$ cat src/rtl/icache_fetch_buffer_pkg.sv
// Shared types and defaults for the I$ fetch buffer: queued entry layout,
// flush FSM encoding and default geometry.
package icache_fetch_buffer_pkg;

    localparam int unsigned FB_DEPTH_DEFAULT = 4;
    localparam int unsigned FETCH_WIDTH      = 32;
    localparam int unsigned VLEN             = 64;

    typedef struct packed {
        logic [FETCH_WIDTH-1:0] data;
        logic [VLEN-1:0]        vaddr;
        logic                   ex;
    } fetch_entry_t;

    typedef enum logic {
        FB_RUN   = 1'b0,
        FB_FLUSH = 1'b1
    } fb_state_e;

endpackage

$ cat src/rtl/icache_fetch_buffer_if.sv
// Bundles the PC-gen request, I$ request/response and realigner handshakes.
// Signal suffixes are relative to the fetch buffer (slave side).
interface icache_fetch_buffer_if #(
    parameter int unsigned FetchWidth = icache_fetch_buffer_pkg::FETCH_WIDTH,
    parameter int unsigned VLen       = icache_fetch_buffer_pkg::VLEN
) ();

    logic                  req_valid_i;
    logic [VLen-1:0]       req_vaddr_i;
    logic                  req_ready_o;

    logic                  icache_req_o;
    logic [VLen-1:0]       icache_vaddr_o;
    logic                  icache_kill_s1_o;
    logic                  icache_kill_s2_o;
    logic                  icache_ready_i;
    logic                  icache_valid_i;
    logic [FetchWidth-1:0] icache_data_i;
    logic [VLen-1:0]       icache_vaddr_i;
    logic                  icache_ex_i;

    logic                  fetch_valid_o;
    logic [FetchWidth-1:0] fetch_data_o;
    logic [VLen-1:0]       fetch_vaddr_o;
    logic                  fetch_ex_o;
    logic                  fetch_ready_i;

    modport slave (
        input  req_valid_i, req_vaddr_i,
        output req_ready_o,
        output icache_req_o, icache_vaddr_o, icache_kill_s1_o, icache_kill_s2_o,
        input  icache_ready_i, icache_valid_i, icache_data_i, icache_vaddr_i, icache_ex_i,
        output fetch_valid_o, fetch_data_o, fetch_vaddr_o, fetch_ex_o,
        input  fetch_ready_i
    );

    modport master (
        output req_valid_i, req_vaddr_i,
        input  req_ready_o,
        input  icache_req_o, icache_vaddr_o, icache_kill_s1_o, icache_kill_s2_o,
        output icache_ready_i, icache_valid_i, icache_data_i, icache_vaddr_i, icache_ex_i,
        input  fetch_valid_o, fetch_data_o, fetch_vaddr_o, fetch_ex_o,
        output fetch_ready_i
    );

endinterface

$ cat src/rtl/icache_fetch_buffer_fetch_fifo.sv
// Generic synchronous FIFO with flush and occupancy count; read data is the
// registered head entry, so a pushed word is visible the cycle after the push.
module fetch_fifo #(
    parameter int unsigned Depth = 4,
    parameter type entry_t = logic [31:0],
    localparam int unsigned PtrW = $clog2(Depth),
    localparam int unsigned CntW = $clog2(Depth + 1)
) (
    input  logic            clk_i,
    input  logic            rst_i,
    input  logic            flush_i,
    input  logic            push_i,
    input  entry_t          data_i,
    input  logic            pop_i,
    output entry_t          data_o,
    output logic            full_o,
    output logic            empty_o,
    output logic [CntW-1:0] count_o
);

    entry_t          mem_q [Depth];
    logic [PtrW-1:0] wptr_q, wptr_d;
    logic [PtrW-1:0] rptr_q, rptr_d;
    logic [CntW-1:0] cnt_q, cnt_d;
    logic            do_push, do_pop;

    assign full_o  = (cnt_q == CntW'(Depth));
    assign empty_o = (cnt_q == '0);
    assign count_o = cnt_q;
    assign data_o  = mem_q[rptr_q];
    assign do_push = push_i & ~full_o;
    assign do_pop  = pop_i & ~empty_o;

    // Pointers wrap naturally because Depth is a power of two.
    always_comb begin
        wptr_d = wptr_q;
        rptr_d = rptr_q;
        cnt_d  = cnt_q;
        if (flush_i) begin
            wptr_d = '0;
            rptr_d = '0;
            cnt_d  = '0;
        end else begin
            if (do_push) wptr_d = wptr_q + 1'b1;
            if (do_pop)  rptr_d = rptr_q + 1'b1;
            case ({do_push, do_pop})
                2'b10:   cnt_d = cnt_q + 1'b1;
                2'b01:   cnt_d = cnt_q - 1'b1;
                default: cnt_d = cnt_q;
            endcase
        end
    end

    always_ff @(posedge clk_i) begin
        if (rst_i) begin
            wptr_q <= '0;
            rptr_q <= '0;
            cnt_q  <= '0;
        end else begin
            wptr_q <= wptr_d;
            rptr_q <= rptr_d;
            cnt_q  <= cnt_d;
        end
    end

    always_ff @(posedge clk_i) begin
        if (do_push && !flush_i) mem_q[wptr_q] <= data_i;
    end

endmodule

$ cat src/rtl/icache_fetch_buffer.sv
// Credit-managed fetch buffer: an I$ request is only issued when a FIFO slot
// is reserved for its response, since the I$ response path cannot stall.
module icache_fetch_buffer
    import icache_fetch_buffer_pkg::*;
#(
    parameter int unsigned Depth      = FB_DEPTH_DEFAULT,
    parameter int unsigned FetchWidth = FETCH_WIDTH,
    parameter int unsigned VLen       = VLEN
) (
    input  logic                        clk_i,
    input  logic                        rst_i,
    input  logic                        flush_i,
    icache_fetch_buffer_if.slave        bus,
    output logic                        busy_o
);

    localparam int unsigned CntW = $clog2(Depth + 1);

    fb_state_e             state_q, state_d;
    logic [CntW-1:0]       infl_q, infl_d;
    logic [CntW-1:0]       occ;
    logic [CntW:0]         used;
    logic                  credit_nz, running, acc, push, pop, head_valid;
    logic                  fifo_full, fifo_empty;
    fetch_entry_t          push_entry, head_entry;
    logic [FetchWidth-1:0] head_data;
    logic [VLen-1:0]       head_vaddr;

    always_ff @(posedge clk_i) begin
        if (rst_i) begin
            state_q <= FB_RUN;
            infl_q  <= '0;
        end else begin
            state_q <= state_d;
            infl_q  <= infl_d;
        end
    end

    always_comb begin
        state_d = state_q;
        case (state_q)
            FB_RUN:   state_d = flush_i ? FB_FLUSH : FB_RUN;
            FB_FLUSH: state_d = flush_i ? FB_FLUSH : FB_RUN;
            default:  state_d = FB_RUN;
        endcase
    end

    assign used      = {1'b0, occ} + {1'b0, infl_q};
    assign credit_nz = (used != (CntW + 1)'(Depth));

    // Flush cycle and FLUSH state both block requests, responses and pops.
    always_comb begin
        running              = (state_q == FB_RUN) & ~flush_i;
        bus.icache_req_o     = running & bus.req_valid_i & credit_nz;
        bus.icache_vaddr_o   = bus.req_vaddr_i;
        bus.icache_kill_s1_o = flush_i;
        bus.icache_kill_s2_o = flush_i | (state_q == FB_FLUSH);
        acc                  = bus.icache_req_o & bus.icache_ready_i;
        bus.req_ready_o      = acc;
        push                 = running & bus.icache_valid_i & (infl_q != '0);
        head_valid           = running & ~fifo_empty;
        pop                  = head_valid & bus.fetch_ready_i;
        busy_o               = (occ != '0) | (infl_q != '0) | (state_q == FB_FLUSH);
    end

    always_comb begin
        infl_d = infl_q;
        if (flush_i) begin
            infl_d = '0;
        end else begin
            case ({acc, push})
                2'b10:   infl_d = infl_q + 1'b1;
                2'b01:   infl_d = infl_q - 1'b1;
                default: infl_d = infl_q;
            endcase
        end
    end

    always_comb begin
        push_entry.data  = bus.icache_data_i;
        push_entry.vaddr = bus.icache_vaddr_i;
        push_entry.ex    = bus.icache_ex_i;
        head_data        = head_entry.data;
        head_vaddr       = head_entry.vaddr;
        bus.fetch_valid_o = head_valid;
        bus.fetch_data_o  = head_valid ? head_data  : '0;
        bus.fetch_vaddr_o = head_valid ? head_vaddr : '0;
        bus.fetch_ex_o    = head_valid & head_entry.ex;
    end

    fetch_fifo #(
        .Depth   (Depth),
        .entry_t (fetch_entry_t)
    ) u_fifo (
        .clk_i   (clk_i),
        .rst_i   (rst_i),
        .flush_i (flush_i),
        .push_i  (push),
        .data_i  (push_entry),
        .pop_i   (pop),
        .data_o  (head_entry),
        .full_o  (fifo_full),
        .empty_o (fifo_empty),
        .count_o (occ)
    );

    a_no_push_full: assert property (@(posedge clk_i) disable iff (rst_i)
        push |-> !fifo_full);
    a_no_spurious_rsp: assert property (@(posedge clk_i) disable iff (rst_i)
        (bus.icache_valid_i && running) |-> (infl_q != '0));
    a_credit_bound: assert property (@(posedge clk_i) disable iff (rst_i)
        used <= (CntW + 1)'(Depth));

endmodule

$ cat src/flat_wrapper.sv
// flat-port wrapper written by rule: the top's interface ports become plain ports
module icache_fetch_buffer_flat import icache_fetch_buffer_pkg::*;
#(
    parameter int unsigned Depth      = FB_DEPTH_DEFAULT,
    parameter int unsigned FetchWidth = FETCH_WIDTH,
    parameter int unsigned VLen       = VLEN
)
  (clk_i, rst_i, flush_i, busy_o, bus_req_valid_i, bus_req_vaddr_i, bus_req_ready_o, bus_icache_req_o, bus_icache_vaddr_o, bus_icache_kill_s1_o, bus_icache_kill_s2_o, bus_icache_ready_i, bus_icache_valid_i, bus_icache_data_i, bus_icache_vaddr_i, bus_icache_ex_i, bus_fetch_valid_o, bus_fetch_data_o, bus_fetch_vaddr_o, bus_fetch_ex_o, bus_fetch_ready_i);
  icache_fetch_buffer_if #(.FetchWidth(FetchWidth), .VLen(VLen)) bus_i ();
  input  logic clk_i;
  input  logic rst_i;
  input  logic flush_i;
  output logic busy_o;
  input wire logic [$bits(bus_i.req_valid_i)-1:0] bus_req_valid_i;
  input wire logic [$bits(bus_i.req_vaddr_i)-1:0] bus_req_vaddr_i;
  output wire logic [$bits(bus_i.req_ready_o)-1:0] bus_req_ready_o;
  output wire logic [$bits(bus_i.icache_req_o)-1:0] bus_icache_req_o;
  output wire logic [$bits(bus_i.icache_vaddr_o)-1:0] bus_icache_vaddr_o;
  output wire logic [$bits(bus_i.icache_kill_s1_o)-1:0] bus_icache_kill_s1_o;
  output wire logic [$bits(bus_i.icache_kill_s2_o)-1:0] bus_icache_kill_s2_o;
  input wire logic [$bits(bus_i.icache_ready_i)-1:0] bus_icache_ready_i;
  input wire logic [$bits(bus_i.icache_valid_i)-1:0] bus_icache_valid_i;
  input wire logic [$bits(bus_i.icache_data_i)-1:0] bus_icache_data_i;
  input wire logic [$bits(bus_i.icache_vaddr_i)-1:0] bus_icache_vaddr_i;
  input wire logic [$bits(bus_i.icache_ex_i)-1:0] bus_icache_ex_i;
  output wire logic [$bits(bus_i.fetch_valid_o)-1:0] bus_fetch_valid_o;
  output wire logic [$bits(bus_i.fetch_data_o)-1:0] bus_fetch_data_o;
  output wire logic [$bits(bus_i.fetch_vaddr_o)-1:0] bus_fetch_vaddr_o;
  output wire logic [$bits(bus_i.fetch_ex_o)-1:0] bus_fetch_ex_o;
  input wire logic [$bits(bus_i.fetch_ready_i)-1:0] bus_fetch_ready_i;
  assign bus_i.req_valid_i = bus_req_valid_i;
  assign bus_i.req_vaddr_i = bus_req_vaddr_i;
  assign bus_req_ready_o = bus_i.req_ready_o;
  assign bus_icache_req_o = bus_i.icache_req_o;
  assign bus_icache_vaddr_o = bus_i.icache_vaddr_o;
  assign bus_icache_kill_s1_o = bus_i.icache_kill_s1_o;
  assign bus_icache_kill_s2_o = bus_i.icache_kill_s2_o;
  assign bus_i.icache_ready_i = bus_icache_ready_i;
  assign bus_i.icache_valid_i = bus_icache_valid_i;
  assign bus_i.icache_data_i = bus_icache_data_i;
  assign bus_i.icache_vaddr_i = bus_icache_vaddr_i;
  assign bus_i.icache_ex_i = bus_icache_ex_i;
  assign bus_fetch_valid_o = bus_i.fetch_valid_o;
  assign bus_fetch_data_o = bus_i.fetch_data_o;
  assign bus_fetch_vaddr_o = bus_i.fetch_vaddr_o;
  assign bus_fetch_ex_o = bus_i.fetch_ex_o;
  assign bus_i.fetch_ready_i = bus_fetch_ready_i;
  icache_fetch_buffer #(.Depth(Depth), .FetchWidth(FetchWidth), .VLen(VLen)) u_core (.clk_i(clk_i), .rst_i(rst_i), .flush_i(flush_i), .bus(bus_i), .busy_o(busy_o));
endmodule
$ cat config.mk
export PLATFORM = sky130hd
export DESIGN_NAME = icache_fetch_buffer_flat
export DESIGN_NICKNAME = d
export VERILOG_FILES = /design/src/rtl/icache_fetch_buffer_pkg.sv /design/src/rtl/icache_fetch_buffer_if.sv /design/src/rtl/icache_fetch_buffer_fetch_fifo.sv /design/src/rtl/icache_fetch_buffer.sv /design/src/flat_wrapper.sv
export SDC_FILE = /design/constraint.sdc
export NUM_CORES = 1
export LEC_CHECK = 0
export ABC_AREA = 1
export BUFFER_PORTS_ARGS = -buffer_cell sky130_fd_sc_hd__buf_2
export CAP_MARGIN = 20
export CORE_ASPECT_RATIO = 1.4
export CORE_UTILIZATION = 60
export CTS_BUF_LIST = sky130_fd_sc_hd__clkbuf_4 sky130_fd_sc_hd__clkbuf_8
export DETAILED_ROUTE_END_ITERATION = 10
export PLACE_DENSITY = 0.86
export SETUP_SLACK_MARGIN = 0.3
export SLEW_MARGIN = 10
export SYNTH_ARGS = -nofsm -noshare
export SYNTH_HDL_FRONTEND = slang
export SYNTH_HIERARCHICAL = 1
export SYNTH_SLANG_ARGS = --single-unit
$ cat constraint.sdc
create_clock -name clk_i -period 12.9 [get_ports clk_i]
set_clock_uncertainty 0.05 [all_clocks]
set_input_delay 2.58 -clock clk_i [delete_from_list [all_inputs] [get_ports clk_i]]
set_output_delay 2.58 -clock clk_i [all_outputs]
set_load 0.02 [all_outputs]
==> impl_metrics.yaml, run 1 <==
route:
  drt-total-wl_mm: 38.6
  drt_pass1_iterations: 5
  routed_via_density: 5.57
  detail_route.iter0.violations: 602
  drt_drc_violations_left: 0
  wl_per_cell_um: 20.3
  num_vias: 10600
  route.antenna.remaining_nets: 0
synthesis:
  postSynth.asyncResetShare_pct: 0
  yosys.cell_types.count: 28
  synth.largest_area_cell: "sky130_fd_sc_hd__edfxtp_1"
  yosys_register_bits: 401
  proportion_of_synthesized_chip_area_in_sequential_cells_pct: 71.3
  mappedNetlistArea_mm2: 0.0167
  number_of_enable_type_register_cells_in_the_synthesized_netlist: 388
  synth.most_common_cell: "sky130_fd_sc_hd__edfxtp_1"
  top_post_synthesis_cells_by_count: "sky130_fd_sc_hd__edfxtp_1 (388), sky130_fd_sc_hd__nor2_1 (294), sky130_fd_sc_hd__inv_1 (135)"
  syn-instance-count: 1345
  yosysWarningCount: 6
  synth.top_cell.area_share_pct: 69.7
  mappedNetlistNets: 1525
  post_synth.cell_area_avg_um2: 12.4
  synthTopCellsByArea: "sky130_fd_sc_hd__edfxtp_1 (70%), sky130_fd_sc_hd__nor2_1 (6.6%), sky130_fd_sc_hd__o21ai_0 (4.0%)"
  synth_top_flop_cell: "sky130_fd_sc_hd__edfxtp_1"
clocking:
  ctsResizeCount: 0
  worstSkewPairLatency_ns: 0.59
  cts_max_path_buffers: 3
  cts_buffers: 55
  tritoncts_clock_tree: "built"
  post_cts.repair.setup_buffers: 0
  clock_sinks: 401
  clk_pin_slew_ns: 0.06
  htreeDepth: 2
  hold_buffers: 0
  clockRootBuffer: "sky130_fd_sc_hd__clkbuf_8"
critical_path:
  timing.critical_path.arrival_ns: 4.51
  worstPathMaxFanout: 62
  critical_path.n_buffers_inverters: 5
  path_delay_family: "buffers and inverters"
  timing.critical_path.slowest_stage_cell: "sky130_fd_sc_hd__buf_4"
  cp-start-kind: "primary input"
  critPathMaxStageDelay_ns: 0.76
  worst_setup_path_end_kind: "output pin"
  crit_path_cell_trace: "buf_2, inv_2, nand2_4, nor2_8, inv_4, buf_4, nor2_1, buf_2"
  timing.setup.critical_path_class: "primary input to output pin"
  data_required_time_of_the_critical_path_ns: 10.27
  path_common_cell: "sky130_fd_sc_hd__buf_2"
timing:
  rsz0062_at_grt: "no"
  finalSetupTns_ns: 0
  fin_crit_ns: 7.14
  maxSlewViolCount: 0
  relSlewSlack_pct: 28.4
  final_setup_fails: 0
  hold-worst-slack_ns: 0.477
  fmax_ghz: 0.140
  tightestPinTransition_ns: 1.07
  timing.final.crit_share_pct: 55.4
  final-hold-violation-count: 0
finish:
  fillCellCount: 1828
  final_nets: 1664
  final_layout_size_suffix_gt1_share_pct: 22.3
  utilization_after_layout_pct: 68.5
  instances_no_fill: 1901
  multi_input_comb_area_mm2: 0.00336
  ff_latch_area_mm2: 0.0119
  area_delta_synth_final_pct: 11.1
placement:
  dp_hpwl_mm: 23.6
  gpl.final_weighted_congestion: 0.791
  numPortBuffers: 206
  post-place-cells: 1792
die:
  die_x_um: 143
  effective_utilization_at_floorplan_pct: 61.7
  rows: 71
  design.die.area_mm2: 0.0285
  top_level_ports: 335
  floorplan.core_area_mm2: 0.0271
  floorplan.die.height_um: 200
global_routing:
  groute.usage.overall_pct: 26.7
  overflow: 0
  wire_length_of_the_first_global_routing_pass_mm: 55.8
  first_global_vias: 10300
  pin_count_of_the_biggest_net_entering_global_routing: 111
  initial_antenna_violation_count: 10
status:
  status: "finished, final reports clean"
min_path:
  timing.hold.worst.class: "flop to flop"
power_and_ir_drop:
  worst_ir_drop_vdd_mv: 0.129
  power_per_cell_area_mw_per_mm2: 133
  leakagePower_uw: 0.00719
flow_run:
  drv_cap: 0
## routing by layer
metal / routed length, µm / part of all wire, % / track usage, % / vias up
li1: - / - / - / 4929
met1: 12700 / 33 / 27.7 / 5047
met2: 18800 / 49 / 43.8 / 464
met3: 4910 / 13 / 12.1 / 138
met4: 2130 / 5.5 / 16.7 / 2
met5: 13 / 0.034 / 0 / -
## path summary, 6_finish.rpt
path                           startpoint                    endpoint  slack [ns]  cells past startpoint
setup reg to reg         u_core/infl_q[1]  u_core/u_fifo/mem_q[0][92]        9.07                      8
hold / removal    u_core/u_fifo/rptr_q[1]                        flop        0.48                      2
setup / recovery                  flush_i       bus_fetch_vaddr_o[23]        5.76                      8
hold reg to reg   u_core/u_fifo/rptr_q[1]                        flop        0.48                      2
## power breakdown
group          leakage (µW)  internal, µW  switching (µW)  total [µW]
Clock              0.000608           555             449        1000
Combinational       0.00299          15.0            24.5        39.6
Sequential          0.00359          1430           0.625        1430
## kinds of logic after synthesis
kind of cell,after synthesis,share of synthesized area (%)
flops,401,71.3
simple gates,355,9.15
compound gates,300,9.72
buf+inv,277,8.84
fa+ha+maj,12,1.03
## per-stage QoR
step,setup slack (ns),instance area [µm²],power [µW]
after floorplan,4.73,16700,1500
after global placement,5.87,17400,1490
after detailed placement,5.74,17400,1500
after CTS,5.75,18600,2480
after global routing,5.62,18600,2550
final,5.76,18600,2470
## worst register-to-register path: cells and delay by family (launching register included)
family,cells,cell delay [ns]
AND/OR/NAND/NOR,5,1.61
flip-flops,1,0.39
buffers and inverters,3,1.34
## state kept, by name (all words and copies together), names as in the netlist, named ones only
register,cells
u_core/u_fifo/wptr_q,2
u_core/infl_q,3
u_core/u_fifo/mem_q,388
u_core/u_fifo/count_o,3
u_core/u_fifo/rptr_q,2
u_core/state_q,1
## cells in the final DEF, fill, tap and decap left out, types with 17 or more instances in the layout
cell,instances
sky130_fd_sc_hd__edfxtp_1,388
sky130_fd_sc_hd__nor2_1,290
sky130_fd_sc_hd__buf_2,206
sky130_fd_sc_hd__inv_1,135
sky130_fd_sc_hd__o21ai_0,133
sky130_fd_sc_hd__o22ai_1,97
sky130_fd_sc_hd__o21ai_1,63
sky130_fd_sc_hd__clkbuf_8,56
sky130_fd_sc_hd__nand2_1,25
sky130_fd_sc_hd__nor2_4,24
sky130_fd_sc_hd__clkbuf_4,17
## final cells by class
| cell class | instances | share of cell area, % |
|---|---|---|
| clock inverter | 28 | 1.37 |
| inverter | 140 | 2.88 |
| tap | 365 | 2.46 |
| multi-input combinational | 667 | 18.1 |
| antenna | 8 | 0.108 |
| timing repair buffer | 219 | 6.08 |
| clock buffer | 73 | 4.84 |
| sequential | 401 | 64.2 |
Note: power is estimated with default switching activity, not from simulation.
==> run 2: changes to the inputs <==
- CORE_UTILIZATION: 60 -> 52
- PLACE_DENSITY: 0.86 -> 0.79
- clock period: 12.9 -> 6.1 ns (I/O delays scaled with it)
==> impl_metrics.yaml, run 2 (synthesized netlist as in run 1, its figures left out) <==
status:
  status: "finished, final reports clean"
min_path:
  min_delay_path_depth: 2
  timing.hold.worst.class: "flop to flop"
  hp-start: "u_core/u_fifo/rptr_q[1]"
timing:
  final-hold-violation-count: 0
  fmax_ghz: 0.224
  fin_crit_ns: 4.46
  relSlewSlack_pct: 22.4
  maxSlewViolCount: 0
  timing.final.crit_share_pct: 73.1
  final_setup_fails: 0
  post-route-worst-setup-slack_ns: 1.64
  tightestPinTransition_ns: 1.16
  finalSetupTns_ns: 0
  rsz0062_at_grt: "no"
critical_path:
  worstPathMaxFanout: 145
  worst_setup_path_end_kind: "output pin"
  cp-start-kind: "flop"
  timing.critical_path.slowest_stage_cell: "sky130_fd_sc_hd__inv_6"
  critical_path.reg2reg.endpoint: "u_core/u_fifo/mem_q[0][52]"
  crit_path_cell_trace: "inv_6, buf_4, nor2_1, o22ai_1, inv_1, nor2_1, buf_2"
  data_required_time_of_the_critical_path_ns: 4.83
  r2r.worst_path.cells: 7
  setup.reg_to_reg.worst_slack_ns: 2.95
  timing.setup.critical_path_class: "flop to output pin"
  timing.critical_path.arrival_ns: 3.19
  rr_startpoint: "u_core/infl_q[2]"
  path_common_cell: "sky130_fd_sc_hd__nor2_1"
  critPathMaxStageDelay_ns: 0.75
finish:
  layout_commonest_cell: "sky130_fd_sc_hd__edfxtp_1"
  max_ffs_per_register: 388
  commonest_non_fill_non_tap_cells_in_the_layout: "sky130_fd_sc_hd__edfxtp_1 (388), sky130_fd_sc_hd__nor2_1 (290), sky130_fd_sc_hd__buf_2 (206), sky130_fd_sc_hd__inv_1 (135), sky130_fd_sc_hd__o21ai_0 (133)"
  final_nets: 1671
  instances_no_fill: 1935
  area_delta_synth_final_pct: 11.8
  fillCellCount: 2507
  top_register: "u_core/u_fifo/mem_q"
  final_layout_size_suffix_gt1_share_pct: 22.7
die:
  rows: 77
  floorplan.die.height_um: 214
  floorplan.core_area_mm2: 0.0316
  die_x_um: 154
  design.die.area_mm2: 0.0329
  top_level_ports: 335
  effective_utilization_at_floorplan_pct: 52.9
global_routing:
  pin_count_of_the_biggest_net_entering_global_routing: 146
  overflow: 0
  first_global_vias: 10400
  wire_length_of_the_first_global_routing_pass_mm: 56.9
  initial_antenna_violation_count: 5
  groute.usage.overall_pct: 22.9
route:
  route.antenna.remaining_nets: 0
  num_vias: 10500
  drt-total-wl_mm: 37.6
  drt_drc_violations_left: 0
  detail_route.iter0.violations: 638
  drt_pass1_iterations: 5
  wl_per_cell_um: 19.5
  routed_via_density: 5.40
clocking:
  htreeDepth: 2
  clock_sinks: 401
  cts_buffers: 57
  ctsResizeCount: 0
  tritoncts_clock_tree: "built"
  hold_buffers: 0
  cts_max_path_buffers: 3
  clockRootBuffer: "sky130_fd_sc_hd__clkbuf_8"
  worstSkewPairLatency_ns: 0.59
  clk_pin_slew_ns: 0.06
  post_cts.repair.setup_buffers: 0
power_and_ir_drop:
  total_switching_power_uw: 1010
  leakagePower_uw: 0.00723
  worst_ir_drop_vdd_mv: 0.182
  cellInternalPower_uw: 4220
  p_comb_share_pct: 1.6
  swShare_pct: 19.3
  share_clk_of_total_power_pct: 40.6
  power_per_cell_area_mw_per_mm2: 280
  seq_power_share_pct: 57.8
placement:
  dp_slack_ns: 1.81
  numPortBuffers: 206
  gpl.final_weighted_congestion: 0.760
  post-place-cells: 1827
  dp_hpwl_mm: 23.4
flow_run:
  drv_cap: 0
==> run 2: worst max-delay path by stage <==
stage / from / to / slack (ns)
2_1_floorplan: flush_i / u_core/u_fifo/mem_q[0][0] / -0.71
3_3_place_gp: flush_i / u_core/u_fifo/mem_q[2][67] / 1.86
3_5_place_dp: flush_i / bus_fetch_vaddr_o[16] / 1.81
4_1_cts: flop / bus_fetch_data_o[15] / 1.52
5_1_grt: flop / bus_fetch_data_o[15] / 1.40
6_report: flop / bus_fetch_data_o[15] / 1.64
==> run 2: worst max-delay path, delay by kind of cell (launching register included) <==
family                 cells  cell delay [ns]
AO/OA/AOI/OAI              1             0.19
buffers and inverters      4             1.65
flip-flops                 1             0.47
AND/OR/NAND/NOR            2             0.24
==> run 2: power groups by stage <==
stage / logic, µW / clock network [µW] / registers (µW)
floorplan: 81.5 / 0 / 3080
global placement: 80.5 / 0 / 3080
detailed placement: 85.1 / 0 / 3080
CTS: 85.5 / 2170 / 3020
global route: 94.3 / 2290 / 3020
finish: 84.8 / 2120 / 3020
==> run 2: final cells by class <==
class	instances	area [µm²]	area share, %
diodes	5	12.5	0.0669
clock buffers	75	932	4.99
clock inverters	28	231	1.24
inverters	140	533	2.85
multi-input cells	667	3360	18.0
flip-flops and latches	401	11900	63.7
well taps	395	494	2.64
repair buffers	224	1220	6.51
==> run 2: per-stage QoR <==
| step | util [%] | total power [µW] | hold WS (ns) | instance area [µm²] |
|---|---|---|---|---|
| after global routing | 59.2 | 5400 | 0.510 | 18700 |
| after CTS | 59.1 | 5270 | 0.460 | 18700 |
| after detailed placement | 55.4 | 3160 | 0.441 | 17500 |
| after floorplan | - | 3160 | 0.411 | 16700 |
| final | 59.2 | 5230 | 0.466 | 18700 |
| after global placement | 55.4 | 3160 | 0.425 | 17500 |
==> run 2: per-layer routing <==
layer	global-route usage [%]	share of wire, %	up-vias
met4	15.6	5.7	0
met1	24.0	34	5038
met3	7.28	9.5	130
met2	39.0	50	353
met5	0	0	-
li1	-	-	4929
